<file path="config.mk">
export PLATFORM = sky130hd
export DESIGN_NAME = tx_frame_arbiter
export DESIGN_NICKNAME = d
export VERILOG_FILES = /design/src/rtl/tx_frame_arbiter.sv
export SDC_FILE = /design/constraint.sdc
export NUM_CORES = 1
export LEC_CHECK = 0
export CAP_MARGIN = 20
export CELL_PAD_IN_SITES_DETAIL_PLACEMENT = 0
export CELL_PAD_IN_SITES_GLOBAL_PLACEMENT = 1
export CORE_MARGIN = 1.5
export CORE_UTILIZATION = 38
export CTS_CLUSTER_DIAMETER = 150
export DETAILED_ROUTE_END_ITERATION = 7
export PLACE_DENSITY = 0.93
export SYNTH_ARGS = -nofsm -noshare
export SYNTH_HDL_FRONTEND = slang
export SYNTH_SLANG_ARGS = --single-unit
</file>
<file path="constraint.sdc">
create_clock -name Clk -period 4.4 [get_ports Clk]
set_input_delay 0.88 -clock Clk [delete_from_list [all_inputs] [get_ports Clk]]
set_output_delay 0.88 -clock Clk [all_outputs]
set_load 0.01 [all_outputs]
</file>
<file path="src/rtl/tx_frame_arbiter.sv">
// Shared L2 transmit arbiter: grants one of four frame sources (ARP on index 3 has priority),
// forwards its byte stream with one register stage, and enforces an inter-frame gap.
module tx_frame_arbiter #(
    parameter int IFG_CYCLES  = 12,
    parameter int SOF_TIMEOUT = 64,
    parameter int MAX_LEN     = 1536
) (
    input  logic        Clk,
    input  logic        Rst,
    input  logic        LINK_UP,
    input  logic [3:0]  ReqIn,
    input  logic [3:0]  ValIn,
    input  logic [3:0]  SoFIn,
    input  logic [3:0]  EoFIn,
    input  logic [31:0] DataIn,
    output logic [3:0]  ReqConfirm,
    output logic        ValOut,
    output logic        SoFOut,
    output logic        EoFOut,
    output logic [7:0]  DataOut,
    output logic        ErrOut,
    output logic        Busy,
    output logic [1:0]  ActiveIdx
);
    localparam int BW = $clog2(MAX_LEN + 1);
    localparam int TW = $clog2(SOF_TIMEOUT + 1);
    localparam int GW = $clog2(IFG_CYCLES + 1);
    localparam logic [BW-1:0] LEN_LAST = BW'(MAX_LEN - 1);
    localparam logic [BW-1:0] BYTE_ONE = BW'(1);
    localparam logic [TW-1:0] TO_LAST  = TW'(SOF_TIMEOUT - 1);
    localparam logic [TW-1:0] TO_ONE   = TW'(1);
    localparam logic [GW-1:0] GAP_LAST = GW'(IFG_CYCLES - 1);
    localparam logic [GW-1:0] GAP_ONE  = GW'(1);

    typedef enum logic [1:0] {IDLE, GRANT, XFER, GAP} state_t;

    state_t        stateReg;
    logic [1:0]    lastUser;
    logic [BW-1:0] byteCnt;
    logic [TW-1:0] timeoutCnt;
    logic [GW-1:0] gapCnt;

    logic [7:0] laneData [4];
    logic [7:0] selByte;
    logic       selVal, selSoF, selEoF, selReq;

    genvar gi;
    generate
        for (gi = 0; gi < 4; gi++) begin : gLane
            assign laneData[gi] = DataIn[8*gi +: 8];
        end
    endgenerate

    // ActiveIdx is only meaningful while GRANT/XFER; elsewhere the lane is not looked at.
    assign selByte = laneData[ActiveIdx];
    assign selVal  = ValIn[ActiveIdx];
    assign selSoF  = SoFIn[ActiveIdx];
    assign selEoF  = EoFIn[ActiveIdx];
    assign selReq  = ReqIn[ActiveIdx];

    function automatic logic [1:0] rrStep(input logic [1:0] base);
        return (base == 2'd2) ? 2'd0 : base + 2'd1;
    endfunction

    logic [1:0] cand0, cand1, cand2, pickIdx;
    logic       pickValid;

    assign cand0 = rrStep(lastUser);
    assign cand1 = rrStep(cand0);
    assign cand2 = rrStep(cand1);

    always_comb begin
        pickValid = 1'b1;
        pickIdx   = 2'd3;
        if (ReqIn[3])          pickIdx = 2'd3;
        else if (ReqIn[cand0]) pickIdx = cand0;
        else if (ReqIn[cand1]) pickIdx = cand1;
        else if (ReqIn[cand2]) pickIdx = cand2;
        else                   pickValid = 1'b0;
    end

    always_ff @(posedge Clk) begin
        if (Rst) begin
            stateReg   <= IDLE;
            lastUser   <= 2'd2;
            byteCnt    <= '0;
            timeoutCnt <= '0;
            gapCnt     <= '0;
            ReqConfirm <= 4'b0000;
            ValOut     <= 1'b0;
            SoFOut     <= 1'b0;
            EoFOut     <= 1'b0;
            DataOut    <= 8'h00;
            ErrOut     <= 1'b0;
            Busy       <= 1'b0;
            ActiveIdx  <= 2'd0;
        end else begin
            ValOut  <= 1'b0;
            SoFOut  <= 1'b0;
            EoFOut  <= 1'b0;
            ErrOut  <= 1'b0;
            DataOut <= 8'h00;
            gapCnt  <= '0;
            case (stateReg)
                IDLE: begin
                    if (LINK_UP && pickValid) begin
                        stateReg   <= GRANT;
                        ReqConfirm <= 4'b0001 << pickIdx;
                        ActiveIdx  <= pickIdx;
                        byteCnt    <= '0;
                        timeoutCnt <= '0;
                        Busy       <= 1'b1;
                        if (pickIdx != 2'd3) lastUser <= pickIdx;
                    end
                end
                GRANT: begin
                    timeoutCnt <= timeoutCnt + TO_ONE;
                    if (selVal && selSoF) begin
                        ValOut  <= 1'b1;
                        SoFOut  <= 1'b1;
                        DataOut <= selByte;
                        byteCnt <= BYTE_ONE;
                        if (selEoF) begin
                            EoFOut     <= 1'b1;
                            ReqConfirm <= 4'b0000;
                            stateReg   <= GAP;
                        end else begin
                            stateReg <= XFER;
                        end
                    end else if (!selReq) begin
                        ReqConfirm <= 4'b0000;
                        Busy       <= 1'b0;
                        stateReg   <= IDLE;
                    end else if (timeoutCnt == TO_LAST) begin
                        ReqConfirm <= 4'b0000;
                        ErrOut     <= 1'b1;
                        stateReg   <= GAP;
                    end
                end
                XFER: begin
                    // Link loss closes the frame without a data byte, even if one is offered.
                    if (!LINK_UP) begin
                        EoFOut     <= 1'b1;
                        ErrOut     <= 1'b1;
                        ReqConfirm <= 4'b0000;
                        stateReg   <= GAP;
                    end else if (selVal) begin
                        ValOut  <= 1'b1;
                        DataOut <= selByte;
                        byteCnt <= byteCnt + BYTE_ONE;
                        if (selEoF || byteCnt == LEN_LAST) begin
                            EoFOut     <= 1'b1;
                            ErrOut     <= !selEoF;
                            ReqConfirm <= 4'b0000;
                            stateReg   <= GAP;
                        end
                    end
                end
                GAP: begin
                    if (gapCnt == GAP_LAST) begin
                        Busy     <= 1'b0;
                        stateReg <= IDLE;
                    end else begin
                        gapCnt <= gapCnt + GAP_ONE;
                    end
                end
                default: stateReg <= IDLE;
            endcase
        end
    end
endmodule

</file>
* Word-level counts from Yosys, hierarchy flattened *
Index checks and enable logic that the tools add are counted.

storage, ports and cells
  register bits = 45
  logic and storage cells = 146
  output and inout port bits = 19

cells by class
  bitwise gates (word level) = 3
  magnitude comparators = 5
  equality and inequality tests = 21
  shift operators = 1
  muxes and demuxes = 80
  add/sub/neg operators = 6
  reductions and logical operators = 17

operators by type and width
  cell                                                        number
  two-way mux 11 bit                                          4
  two-way mux 8 bit                                           5
  case mux 11 bit (3 select lines)                            1
  two-way mux 4 bit                                           8
  two-way mux 1 bit                                           30
  two-way mux 2 bit                                           15
  binary-select mux 8 bit (select 2 bit)                      1
  inequality test 2 bit, second input constant                8
  case mux 8 bit (2 select lines)                             1
  AND reduction 5 bit                                         3
  binary-select mux 1 bit (select 2 bit)                      7
  case mux 7 bit (2 select lines)                             1
  less-than comparator 2 x 3 -> 1 bit, second input constant  4
  case mux 4 bit (3 select lines)                             1
  adder 11 x 1 -> 11 bit, second input constant               1
  equality test 11 bit, second input constant                 1
  equality test 2 bit, second input constant                  5
  inequality test 3 bit, second input constant                3
  case mux 2 bit (4 select lines)                             1
  adder 7 x 1 -> 7 bit, second input constant                 1
  equality test 7 x 6 -> 1 bit, second input constant         1
  two-way mux 7 bit                                           1
  adder 2 x 1 -> 2 bit, second input constant                 3
  case mux 1 bit (2 select lines)                             3
  other kinds (20)                                            24

* Logic depth before layout (Yosys ltp) *
  depth in word-level cells = 15
  depth in mapped cells = 8

* Worst setup path before layout *
OpenSTA, ideal clock, no wires.

  path type = input port to flip-flop
  start = input port LINK_UP
  end = register byteCnt[8]
  setup time = 0.096 ns
  stages = 6
  data required time = 4.304 ns
  arrival = 2.287 ns
  slack = 2.017 ns
  cell sequence = clkbuf_2 > o41ai_1 > and2_1 > nor4_4 > nand2_4 > o41ai_2

on the way
  cells in the longest elaborated chain, start to end = 3
  elaborated cells on any way between the ends = 4
  classes of those cells = eq/ne: 2; reduce/logical: 2

RTL lines
  what                               RTL line  RTL
  start: declaration                 10        input logic LINK_UP,
  logical AND 1 bit                  106       if (LINK_UP && pickValid) begin
  inequality test 2 bit (no line)    --
  AND reduction 5 bit (no line) (*)  --
  end signal: assignment             150       byteCnt <= byteCnt + BYTE_ONE;
  end: declaration                   39        logic [BW-1:0] byteCnt;

Mark *: on every way between the ends. The rest lies on a longest branch, timed or not.
A chain may end at the register's enable or synchronous reset.

* Worst setup path after layout *
  start = input port ReqIn[1]
  end = register byteCnt[8]

on the way
  cells in the longest elaborated chain, start to end = 9
  elaborated cells on any way between the ends = 13
  classes of those cells = eq/ne: 1; mux: 10; reduce/logical: 2

RTL lines
  what                                     RTL line  RTL
  start: declaration                       11        input logic [3:0] ReqIn,
  binary-select mux 1 bit (select 2 bit)   78        else if (ReqIn[cand2]) pickIdx = cand2;
  two-way mux 1 bit (implied by the code)  78
  two-way mux 1 bit                        78
  two-way mux 1 bit                        77        else if (ReqIn[cand1]) pickIdx = cand1;
  two-way mux 1 bit (*)                    76        else if (ReqIn[cand0]) pickIdx = cand0;
  two-way mux 1 bit (*)                    75        if (ReqIn[3]) pickIdx = 2'd3;
  logical AND 1 bit (*)                    106
  inequality test 2 bit (no line) (*)      --
  AND reduction 5 bit (no line) (*)        --

Mark *: on every way between the ends. The rest lies on a longest branch, timed or not. The select of a mux whose other input is x is not followed.

==> results.py <==
metrics = {
    "hold_path": {
        "hold_class": "flip-flop to flip-flop",
        "hold_path_end": "gapCnt[0]",
        "whs_path_depth": 1,
        "hp-start": "gapCnt[0]",
    },
    "die": {
        "num_io_pins": 70,
        "die_w_um": 83.3,
        "initial_core_util": 0.391,
        "design.core.area_mm2": 0.00628,
        "fp.dieH_um": 83.3,
        "dieArea_mm2": 0.00694,
        "row_count": 29,
    },
    "layout": {
        "area_growth_pct": 33.6,
        "fin_area_mm2": 0.00328,
        "fin_cells": 408,
        "drive_above_1_share": 0.0785,
        "nets": 388,
        "diodes": 0,
    },
    "global_routing": {
        "grt_max_degree": 16,
        "overflow": 0,
        "antenna_found_initial": 0,
        "grt_use_total": 0.180,
        "grt_pass1_wl_um": 10300,
        "grt_pass1_vias": 2167,
    },
    "setup_path": {
        "critPathMaxFanout": 8,
        "critical_path_class": "primary input to flip-flop",
        "critical_path_arrival_ns": 3.19,
        "path_cells": "clkdlybuf4s50_1 > o41ai_1 > and2_1 > o41a_1 > o21ai_0 > o41ai_2",
        "r2r_start": "ActiveIdx[0]",
        "rr_worst_depth": 5,
        "critical-path-slowest-cell": "o41ai_1",
        "r2r_slack_ns": 1.66,
        "crit_buf_inv": 1,
        "r2r_end": "ReqConfirm[2]",
        "slowest_delay_ns": 0.87,
        "cp_data_required_time_ns": 4.60,
        "cp-start-kind": "primary input",
        "critical_path.top_delay_family": "compound AO/OA/AOI/OAI gates",
        "critPathCaptureType": "flip-flop",
    },
    "power": {
        "peakVddDrop_mv": 0.284,
        "powerDensity_mw_per_mm2": 413,
        "p_leak_nw": 1.20,
        "finalPower_mw": 1.35,
    },
    "synthesis": {
        "synth_seq_cells": 45,
        "synth_edf_count": 0,
        "netlist_area_mm2": 0.00245,
        "syn_inst": 264,
        "ys_seq_area_frac": 0.367,
        "ys_top_cells_by_area": "dfxtp_1 37%, mux4_2 10%, nor2_1 4.7%, ha_1 3.6%, nor2b_1 3.1%",
        "synth-simple-area-share": 0.219,
        "ys.flop_type": "dfxtp_1",
        "synth_top_family_by_area": "simple AND/OR/NAND/NOR gates",
        "yosys_warnings": 0,
        "syn_avg_cell_area_um2": 9.29,
        "netlist.top_cell.by_area": "dfxtp_1",
        "synth_top_area_share": 0.367,
        "synthXorXnorAreaFrac": 0.0214,
        "async_flop_share": 0,
        "synthMuxAreaShare": 0.124,
        "synthAdderAreaFrac": 0.0357,
        "ys_types": 57,
        "synth_compound_area_frac": 0.196,
        "syn_nets": 322,
    },
    "flow_run": {
        "maxCapViolCount": 0,
    },
    "timing": {
        "relSlewSlack": 0.389,
        "max_slew.worst_pin.slew_ns": 0.904,
        "hold_viol": 0,
        "period_needed_ns": 2.99,
        "worst_clock_skew_ns": 0.00405,
        "clock.fmax_mhz": 334,
        "rsz0062_at_grt": "no",
        "tns_ns": 0,
        "drv_slew": 0,
        "setup_ws_ns": 1.41,
        "min_period_over_period": 0.680,
        "setup_viol": 0,
    },
    "place": {
        "dp_slack_ns": 1.12,
        "place_area_mm2": 0.00320,
        "io_buffers": 69,
        "dpl.cell_count": 400,
        "gp_congestion": 0.845,
        "hpwlAfterDp_um": 4710,
    },
    "route": {
        "ant_nets": 0,
        "routedWlPerCell_um": 15.0,
        "drt-vias-per-instance": 5.57,
        "drtIter0Drc": 141,
        "drc": 0,
        "vias": 2274,
        "drt_first_pass_iters": 4,
        "wl_um": 6140,
    },
    "cts": {
        "clkLatencyLatePin_ns": 0.29,
        "clock_path_buffers": 2,
        "root_buffer": "clkbuf_8",
        "cts_tree": "built",
        "clkSlewWorstSetupHoldPaths_ns": 0.08,
        "post-cts-setup-buffers": 0,
        "cts.sinks": 45,
        "cts_max_level": 2,
        "cts_resized": 0,
        "cts_hold_buf": 0,
        "numCtsBuffers": 5,
    },
    "status": {
        "status": "finished clean",
    },
}
[metal layers]
metal	GRT usage	up-vias	share of wire
li1	-	1114	-
met3	0.0417	7	0.071
met1	0.237	1069	0.46
met5	0	-	0
met2	0.299	84	0.46
met4	0.0455	0	0.0078
[cell type report]
class / count / area, µm²
Sequential cell: 45 / 901
Inverter: 10 / 37.5
Timing Repair Buffer: 70 / 698
Clock buffer: 8 / 80.1
Tap cell: 77 / 96.3
Fill cell: 586 / 3000
Multi-Input combinational cell: 198 / 1460
[state kept, by name (all words and copies together) (netlist names), named ones only]
signal and flops:
lastUser 2, ActiveIdx 2, byteCnt 11, ReqConfirm 4
DataOut 8, EoFOut 1, ValOut 1, ErrOut 1
gapCnt 4, Busy 1, SoFOut 1, stateReg 1
timeoutCnt 7
[layout by cell type (no fill, tap or decap), types with 9 or more instances in the layout]
cell type	netlist	routed
dfxtp_1	45	45
mux4_2	11	11
clkdlybuf4s50_1	0	69
o21ai_0	14	14
nor2_1	31	31
nand2_1	18	18
inv_1	9	9
nand3_1	13	13
nor2b_1	12	12
a21oi_1	9	9
[where the power goes]
group / total (mW) / internal [mW] / switching [mW]
Clock: 0.240 / 0.113 / 0.127
Sequential: 0.512 / 0.452 / 0.0605
Combinational: 0.600 / 0.288 / 0.312
Total: 1.35 / 0.852 / 0.500
[metrics by stage]
| step | hold slack, ns | utilization |
|---|---|---|
| finish | 0.450 | 0.522 |
| CTS | 0.455 | 0.522 |
| global placement | 0.430 | 0.509 |
| floorplan | 0.418 | - |
| global route | 0.484 | 0.522 |
| detailed placement | 0.439 | 0.509 |
[cells by family (layout without fill, tap and decap cells)]
kind of cell / after synthesis / after routing
buffers and inverters: 21 / 88
muxes: 15 / 15
adders and majority gates: 7 / 7
xor gates and xnor gates: 6 / 6
and+or+nand+nor: 103 / 103
AOI/OAI and AO/OA: 67 / 67
DFF: 45 / 45
[synth_stat cells (all sizes together), types with 3 or more instances]
cell	n
inv	10
nor3	6
nand3	13
o41ai	5
a21oi	10
nor2	31
nand2b	3
clkbuf	7
xor2	4
nand2	20
dfxtp	45
and2	5
a31oi	4
o31ai	4
o21ai	15
buf	4
mux4	12
ha	7
o21a	5
nor2b	12
and3	6
o41a	3
[how the worst max path moves through the flow]
stage,start,endpoint,slack (ns),cells after the start
global placement,ReqIn[1],byteCnt[8],1.22,6
CTS,ReqIn[0],byteCnt[8],1.39,6
finish,ReqIn[1],byteCnt[8],1.41,6
detailed placement,ReqIn[0],byteCnt[8],1.12,6
global route,ReqIn[0],byteCnt[8],1.14,6
floorplan,LINK_UP,byteCnt[8],2.02,6
Power figures use the tool's default switching activity.
